[src/rtl/sort_seq_ctrl.sv]
// Sequencer for the serial FRAME_LEN-element sort unit: streams a frame in,
// waits out the sort latency, captures the result and streams it back out.
module sort_seq_ctrl #(
  parameter int INT_WIDTH = 8,
  parameter int FRAME_LEN = 5,
  parameter int SORT_LAT  = 2
) (
  input  logic                 clk,
  input  logic                 rst_n,
  input  logic                 in_valid,
  output logic                 in_ready,
  input  logic [INT_WIDTH-1:0] in_data,
  output logic                 out_valid,
  input  logic                 out_ready,
  output logic [INT_WIDTH-1:0] out_data,
  output logic                 out_last,
  output logic                 s_rst,
  output logic [1:0]           s_cmd,
  output logic [INT_WIDTH-1:0] s_data,
  input  logic [INT_WIDTH-1:0] s_result,
  output logic                 busy,
  output logic                 frame_done
);

  localparam int CW = $clog2(FRAME_LEN + 1);
  localparam int WW = $clog2(SORT_LAT + 1);
  localparam logic [CW-1:0] LAST_IDX = CW'(FRAME_LEN - 1);
  localparam logic [WW-1:0] WAIT_END = WW'(SORT_LAT - 1);

  localparam logic [1:0] CMD_IDLE    = 2'b00;
  localparam logic [1:0] CMD_PUSH    = 2'b01;
  localparam logic [1:0] CMD_CAPTURE = 2'b10;
  localparam logic [1:0] CMD_ADVANCE = 2'b11;

  typedef enum logic [2:0] {
    S_CLEAR,
    S_LOAD,
    S_WAIT,
    S_CAPTURE,
    S_PRIME,
    S_DRAIN
  } state_t;

  state_t          state;
  logic [CW-1:0]   in_cnt;
  logic [CW-1:0]   out_idx;
  logic [WW-1:0]   wait_cnt;
  logic            in_rdy_q;
  logic            out_vld_q;
  logic            s_rst_q;

  logic            in_fire;
  logic            out_fire;
  logic            is_last;

  assign in_fire  = in_valid & in_rdy_q;
  assign out_fire = out_vld_q & out_ready;
  assign is_last  = (out_idx == LAST_IDX);

  assign in_ready   = in_rdy_q;
  assign out_valid  = out_vld_q;
  assign out_data   = s_result;
  assign out_last   = out_vld_q & is_last;
  assign s_rst      = s_rst_q;
  assign s_data     = in_data;
  assign frame_done = out_fire & is_last;
  assign busy       = !((state == S_LOAD) && (in_cnt == '0));

  // The last element is not followed by an advance; the sort unit is reset instead.
  always_comb begin
    s_cmd = CMD_IDLE;
    if (in_fire)
      s_cmd = CMD_PUSH;
    else if (state == S_CAPTURE)
      s_cmd = CMD_CAPTURE;
    else if (state == S_PRIME)
      s_cmd = CMD_ADVANCE;
    else if (out_fire && !is_last)
      s_cmd = CMD_ADVANCE;
  end

  always_ff @(posedge clk or negedge rst_n) begin
    if (!rst_n) begin
      state     <= S_CLEAR;
      in_cnt    <= '0;
      out_idx   <= '0;
      wait_cnt  <= '0;
      in_rdy_q  <= 1'b0;
      out_vld_q <= 1'b0;
      s_rst_q   <= 1'b1;
    end else begin
      case (state)
        S_CLEAR: begin
          s_rst_q  <= 1'b0;
          in_cnt   <= '0;
          out_idx  <= '0;
          wait_cnt <= '0;
          in_rdy_q <= 1'b1;
          state    <= S_LOAD;
        end
        S_LOAD: begin
          if (in_fire) begin
            in_cnt <= in_cnt + CW'(1);
            if (in_cnt == LAST_IDX) begin
              in_rdy_q <= 1'b0;
              wait_cnt <= '0;
              state    <= S_WAIT;
            end
          end
        end
        S_WAIT: begin
          if (wait_cnt == WAIT_END)
            state <= S_CAPTURE;
          else
            wait_cnt <= wait_cnt + WW'(1);
        end
        S_CAPTURE: begin
          state <= S_PRIME;
        end
        S_PRIME: begin
          out_idx   <= '0;
          out_vld_q <= 1'b1;
          state     <= S_DRAIN;
        end
        S_DRAIN: begin
          if (out_fire) begin
            if (is_last) begin
              out_vld_q <= 1'b0;
              s_rst_q   <= 1'b1;
              state     <= S_CLEAR;
            end else begin
              out_idx <= out_idx + CW'(1);
            end
          end
        end
        default: begin
          in_rdy_q  <= 1'b0;
          out_vld_q <= 1'b0;
          s_rst_q   <= 1'b1;
          state     <= S_CLEAR;
        end
      endcase
    end
  end

endmodule
[config.mk]
export PLATFORM = sky130hd
export DESIGN_NAME = sort_seq_ctrl
export DESIGN_NICKNAME = d
export VERILOG_FILES = /design/src/rtl/sort_seq_ctrl.sv
export SDC_FILE = /design/constraint.sdc
export NUM_CORES = 1
export LEC_CHECK = 0
export BUFFER_PORTS_ARGS = -buffer_cell sky130_fd_sc_hd__buf_2
export CAP_MARGIN = 0
export CELL_PAD_IN_SITES_DETAIL_PLACEMENT = 1
export CELL_PAD_IN_SITES_GLOBAL_PLACEMENT = 1
export CORE_ASPECT_RATIO = 0.8
export CORE_UTILIZATION = 36
export DETAILED_ROUTE_END_ITERATION = 16
export PLACE_DENSITY = 0.85
export SETUP_SLACK_MARGIN = 0.02
export SLEW_MARGIN = 0
export SYNTH_ARGS = -nofsm -noshare
export SYNTH_HDL_FRONTEND = slang
export SYNTH_SLANG_ARGS = --single-unit
export TNS_END_PERCENT = 10
[constraint.sdc]
create_clock -name clk -period 2.8 [get_ports clk]
set_input_delay 0 -clock clk [delete_from_list [all_inputs] [get_ports clk]]
set_output_delay 0 -clock clk [all_outputs]
set_load 0.02 [all_outputs]
# Word level (Yosys, flattened, before mapping)
# Index checks and enable logic that the tools add are counted.
# word_totals
out_inout_bits,24
latch_bits,0
memories,0
word_cells,80
ramBits,0
regBits,14
input_bits,20
romBits,0
# classes
n_div,0
shift,0
bitwise,7
mux,28
addsub,3
multipliers,0
order_cmp,0
n_eq_ne,15
n_reduce_logical,20
# ops
op,n
2-to-1 mux 3 bit,8
case mux 3 bit (6 select lines),1
2-to-1 mux 2 bit,7
"equality test 3 bit, second input constant",4
"inequality test 2 bit, second input constant",6
case mux 3 bit (2 select lines),2
AND reduction 3 bit,4
OR reduction 4 bit,3
case mux 1 bit (3 select lines),3
"adder 3 x 1 -> 3 bit, second input constant",2
"equality test 3 x 2 -> 1 bit, second input constant",2
zero test 3 bit,2
2-to-1 mux 1 bit,6
case mux 2 bit (3 select lines),1
AND reduction 5 bit,1
bitwise AND 1 bit,4
AND reduction 4 bit,1
nonzero test 2 bit,2
"equality test 3 x 1 -> 1 bit, second input constant",1
NOT 1 bit,3
nonzero test 3 bit,1
"adder 2 x 1 -> 2 bit, second input constant",1
"equality test 2 x 1 -> 1 bit, second input constant",1
logical AND 1 bit,2
4 further kinds,5

# Logic depth before layout (Yosys ltp)
# logic_depth
ltp_word,7
ltp_mapped,6
mapped_depth_nobuf,6

# Worst setup path after synthesis
# No wires, ideal clock.
# synth_path
path_type,reg2reg
start,register out_idx[0]
end,register out_idx[1]
t_required_ns,2.674
slack_ns,1.447
path_buffers,0
setup_ns,0.126
period_less_slack_ns,1.353
stages_incl_launch_ff,6
t_arrival_ns,1.227
path_cell_list,dfrtp_1 > inv_1 > ha_1 > nand2_1 > and4_1 > a221o_1
# synth_via
elab_chain_cells,4
elab_cells_between_ends,7
classes_between,1 x add/sub; 2 x eq/ne; 3 x mux; 1 x reduce/logical
# synth_lines
item,line,source
from (decl),46,logic [CW-1:0] out_idx;
from (signal assigned),132,out_idx <= out_idx + CW'(1);
adder 3 x 1 -> 3 bit,132,
2-to-1 mux 3 bit,127,if (is_last) begin
2-to-1 mux 3 bit,126,if (out_fire) begin
case mux 3 bit (2 select lines),92,case (state)
# Several ways; a longest one is shown, not always the timed one. The select of a mux whose other input is x is not followed.
# A chain may end at the register's enable or synchronous reset.

# Worst setup path after layout
# layout_path
start,register state[1]
end,output s_cmd[1]
# layout_via
elab_chain_cells,4
elab_cells_between_ends,5
classes_between,2 x eq/ne; 3 x mux
# layout_lines
item,line,source
from (decl),44,state_t state;
from (signal assigned),84,state <= S_CLEAR;
from (signal assigned),99,state <= S_LOAD;
from (signal assigned),107,state <= S_WAIT;
equality test 3 bit,76,else if (state == S_PRIME)
2-to-1 mux 2 bit,76,
2-to-1 mux 2 bit *,74,else if (state == S_CAPTURE)
2-to-1 mux 2 bit *,72,if (in_fire)
to (decl),18,"output logic [1:0] s_cmd,"
# Mark *: on every way between the ends. The rest lies on a longest branch, timed or not.

==> results.md <==
* Drc violations at 0
* Crit path DAT at roughly 1.8 ns
* Yosys Warn Count at 0
* Worst path required time at roughly 2.8 ns
* Synth-to-layout area growth at -1.474%
* First-pass GRT wire length at between 3000 and 4000 um
* Core ar. at roughly 2600 um^2
* Max-Cap Viols at 0
* Adder-Cell Fraction of Synth Area at under 10%
* GRT Total Usage at between 10% and 20%
* RSZ-0062 raised after global routing: false
* Root Driver: clkbuf_4
* Setup TNS at 0 ns
* Total die area at slightly above 3000 um^2
* Fraction of layout cells with a size suffix above 1 at approximately 14%
* Sequential area share after synthesis at between 30% and 40%
* Vias in the first global route at about 760
* Syn avg cell area at 8.631 um^2
* Clk_lat worst skew at 0.28 ns
* Critical Path Sink: s_cmd[1]
* RR Endpoint: out_idx[0]$_DFFE_PN0P_
* Initial Util at 39.75%
* Top post-synthesis cells by area: dfrtp_1 32%, buf_4 14%, ha_1 6.1%, a21oi_1 3.4%, inv_1 3.3%
* Initial antenna violation count at 0
* P per Cell Area at slightly below 1000 nW/um^2
* Compound-Gate Fraction of Synth Area at a little over a fifth
* Final-report setup violation count at 0
* Pre-Repair DR Iteration Count at 4
* NumNets Final at about 140
* Setup bufs post-CTS at 0
* DRT antenna net count at 0
* Largest net degree at the start of global routing at 26
* Hold Vio Cnt, Final at 0
* Leakage Power at around 0.00048 uW
* Die Height at around 50 um
* Vias at roughly 820
* Syn Nets at 143
* Reg2Reg Depth at 5
* Drt total wl at approximately 2200 um
* Iter 0 DRT Violations at 19
* Via density at 5.523
* Least-Margin Pin Slew at 0.7225 ns
* Minimum clock period after layout at between 1.5 and 2 ns
* Cell variety after synth at 39
* Fmax achieved at around 0.56 GHz
* Number of antenna diodes at 0
* Worst min-delay path category: input port to primary output
* Pwr Total at around 970 uW
* Routability cong. at ~0.84
* Number of placed I/O pins at 44
* Final worst path period share at a little under two thirds
* Synth Area in Simple Gates at between 10% and 20%
* # rows at 16
* Maximum clock insertion buffer count at 2
* CP max FO at 22
* Synth Instances at between 100 and 150
* CTS clk-pin slew, worst paths at ~0.080 ns
* Slew headroom at between 50% and 60%
* Routed len/inst at ~15 um
* Critical path launch point: state[1]$_DFFE_PN0P_
* XOR/XNOR share of the synthesized area at 0%
* Htree depth at 1
* Reg2reg start: out_idx[0]$_DFFE_PN0P_
* I/O Buffers at 11
* CTS Buf Count at 3
* Max rail drop VDD at 0.2645 mV
* Gr ovfl total at 0
* Final Skew at about 0.00073 ns
* #FFs+latches synth at 14
* Main combinational cell family by area after synthesis: compound AO/OA/AOI/OAI gates
* Crit end category: primary output
* Mapped cell area at about 1000 um^2
* Area leader, netlist: dfrtp_1
* Clock tree from TritonCTS: yes
* Yosys top cell area share at a little under a third
* CP Launch Type: flip-flop
* CTS resizes at 0
* DP Worst Slack at between 1 and 1.5 ns
* Hold WS at 0.000008815 ns
* Status: finished, final reports clean
* Clock tree sinks at 14
* Post-synthesis mux area share at less than 1%
* Reg-to-reg slack, setup at roughly 1.2 ns
* Hold_buf cts at 1
* Chip width at just over 60 um
* Final HPWL DP at approximately 1600 um
* Max Transition Viols Final at 0
* Class of the most critical setup path: flip-flop to primary output
* Final WS setup at about 1.0 ns
* Final core occ at 39.16%
-- worst min path at each step --
stage / end / slack [ns] / depth (start not counted) / start
detailed placement: in_cnt[0]$_DFFE_PN0P_ / -0.08 / 1 / rst_n
global route: out_data[6] / 0.00003 / 0 / s_result[6]
floorplan: in_cnt[0]$_DFFE_PN0P_ / -0.30 / 0 / rst_n
finish: out_data[5] / 0.000009 / 0 / s_result[5]
CTS: out_data[0] / 0.0001 / 0 / s_result[0]
global placement: out_idx[2]$_DFFE_PN0P_ / -0.08 / 1 / rst_n
-- cells in the mapped netlist --
cell type  count
buf_4         19
dfrtp_1       13
inv_1          9
nand2_1        9
a21oi_1        7
nor2_1         7
ha_1           5
o21ai_1        5
nand3_1        4
a22oi_1        2
a311oi_1       2
a31oi_1        2
and2_1         2
and4_1         2
nand2b_1       2
nand4_1        2
nor2b_1        2
o21ai_0        2
o22ai_1        2
a211o_1        1
a211oi_1       1
a21bo_1        1
a221o_1        1
a2bb2oi_1      1
a32oi_1        1
and4bb_1       1
buf_2          1
clkbuf_1       1
dfstp_2        1
inv_2          1
mux2i_1        1
nor3_1         1
nor4b_1        1
o21ba_1        1
o221ai_1       1
o311ai_1       1
o32ai_1        1
or2_1          1
or4_1          1
-- sequential cells by signal, summed over array words and instances (netlist names) --
signal     flops
in_cnt         3
in_ready       1
out_idx        3
out_valid      1
s_rst          1
state          3
wait_cnt       2
-- report_power, final --
group / switching (uW) / internal [uW] / leakage (uW)
combinational: 239 / 193 / 0.000297
clock: 63.2 / 55.3 / 0.0000150
sequential: 146 / 279 / 0.000169
-- cell families after synthesis --
| group | Yosys count |
|---|---|
| and+or+nand+nor | 35 |
| DFF | 14 |
| muxes | 1 |
| buffers and inverters | 31 |
| adders and majority gates | 5 |
| AOI/OAI and AO/OA | 32 |
-- worst max-delay path, cell delays in order (launching register included) --
cell and delay (ns):
dfrtp_1 0.74, nand2_1 0.14, or2_1 0.25, a32oi_1 0.18
buf_2 0.18
-- cell type report --
| class | instances | area [um^2] |
|---|---|---|
| timing repair buffer | 12 | 65.06 |
| inverter | 10 | 37.54 |
| clock buffer | 4 | 26.28 |
| tap | 36 | 45.04 |
| fill | 340 | 1559 |
| multi-input combinational | 73 | 478.0 |
| sequential | 14 | 351.6 |
-- layout by cell type, fill, tap and decap left out, types with 3 or more instances in the layout --
master and instances:
buf_2 11, o21ai_1 5, a21oi_1 7, inv_1 9
nand3_1 4, nor2_1 7, nand2_1 9, clkbuf_4 3
ha_1 5, dfrtp_1 13
-- layer usage --
metal	global-route usage [%]	share of wire, %	vias to the layer above
met3	5.512	3.6	10
met2	23.73	45	10
met4	7.037	2.1	0
met1	22.56	49	407
met5	0	0	-
li1	-	-	396
-- stage by stage --
step,cell area (um^2),instances
2_1_floorplan,1018,118
3_3_place_gp,967.2,144
3_5_place_dp,967.2,144
4_1_cts,1003,149
5_1_grt,1003,149
6_report,1003,149
Note: power is estimated with default switching activity, not from simulation.
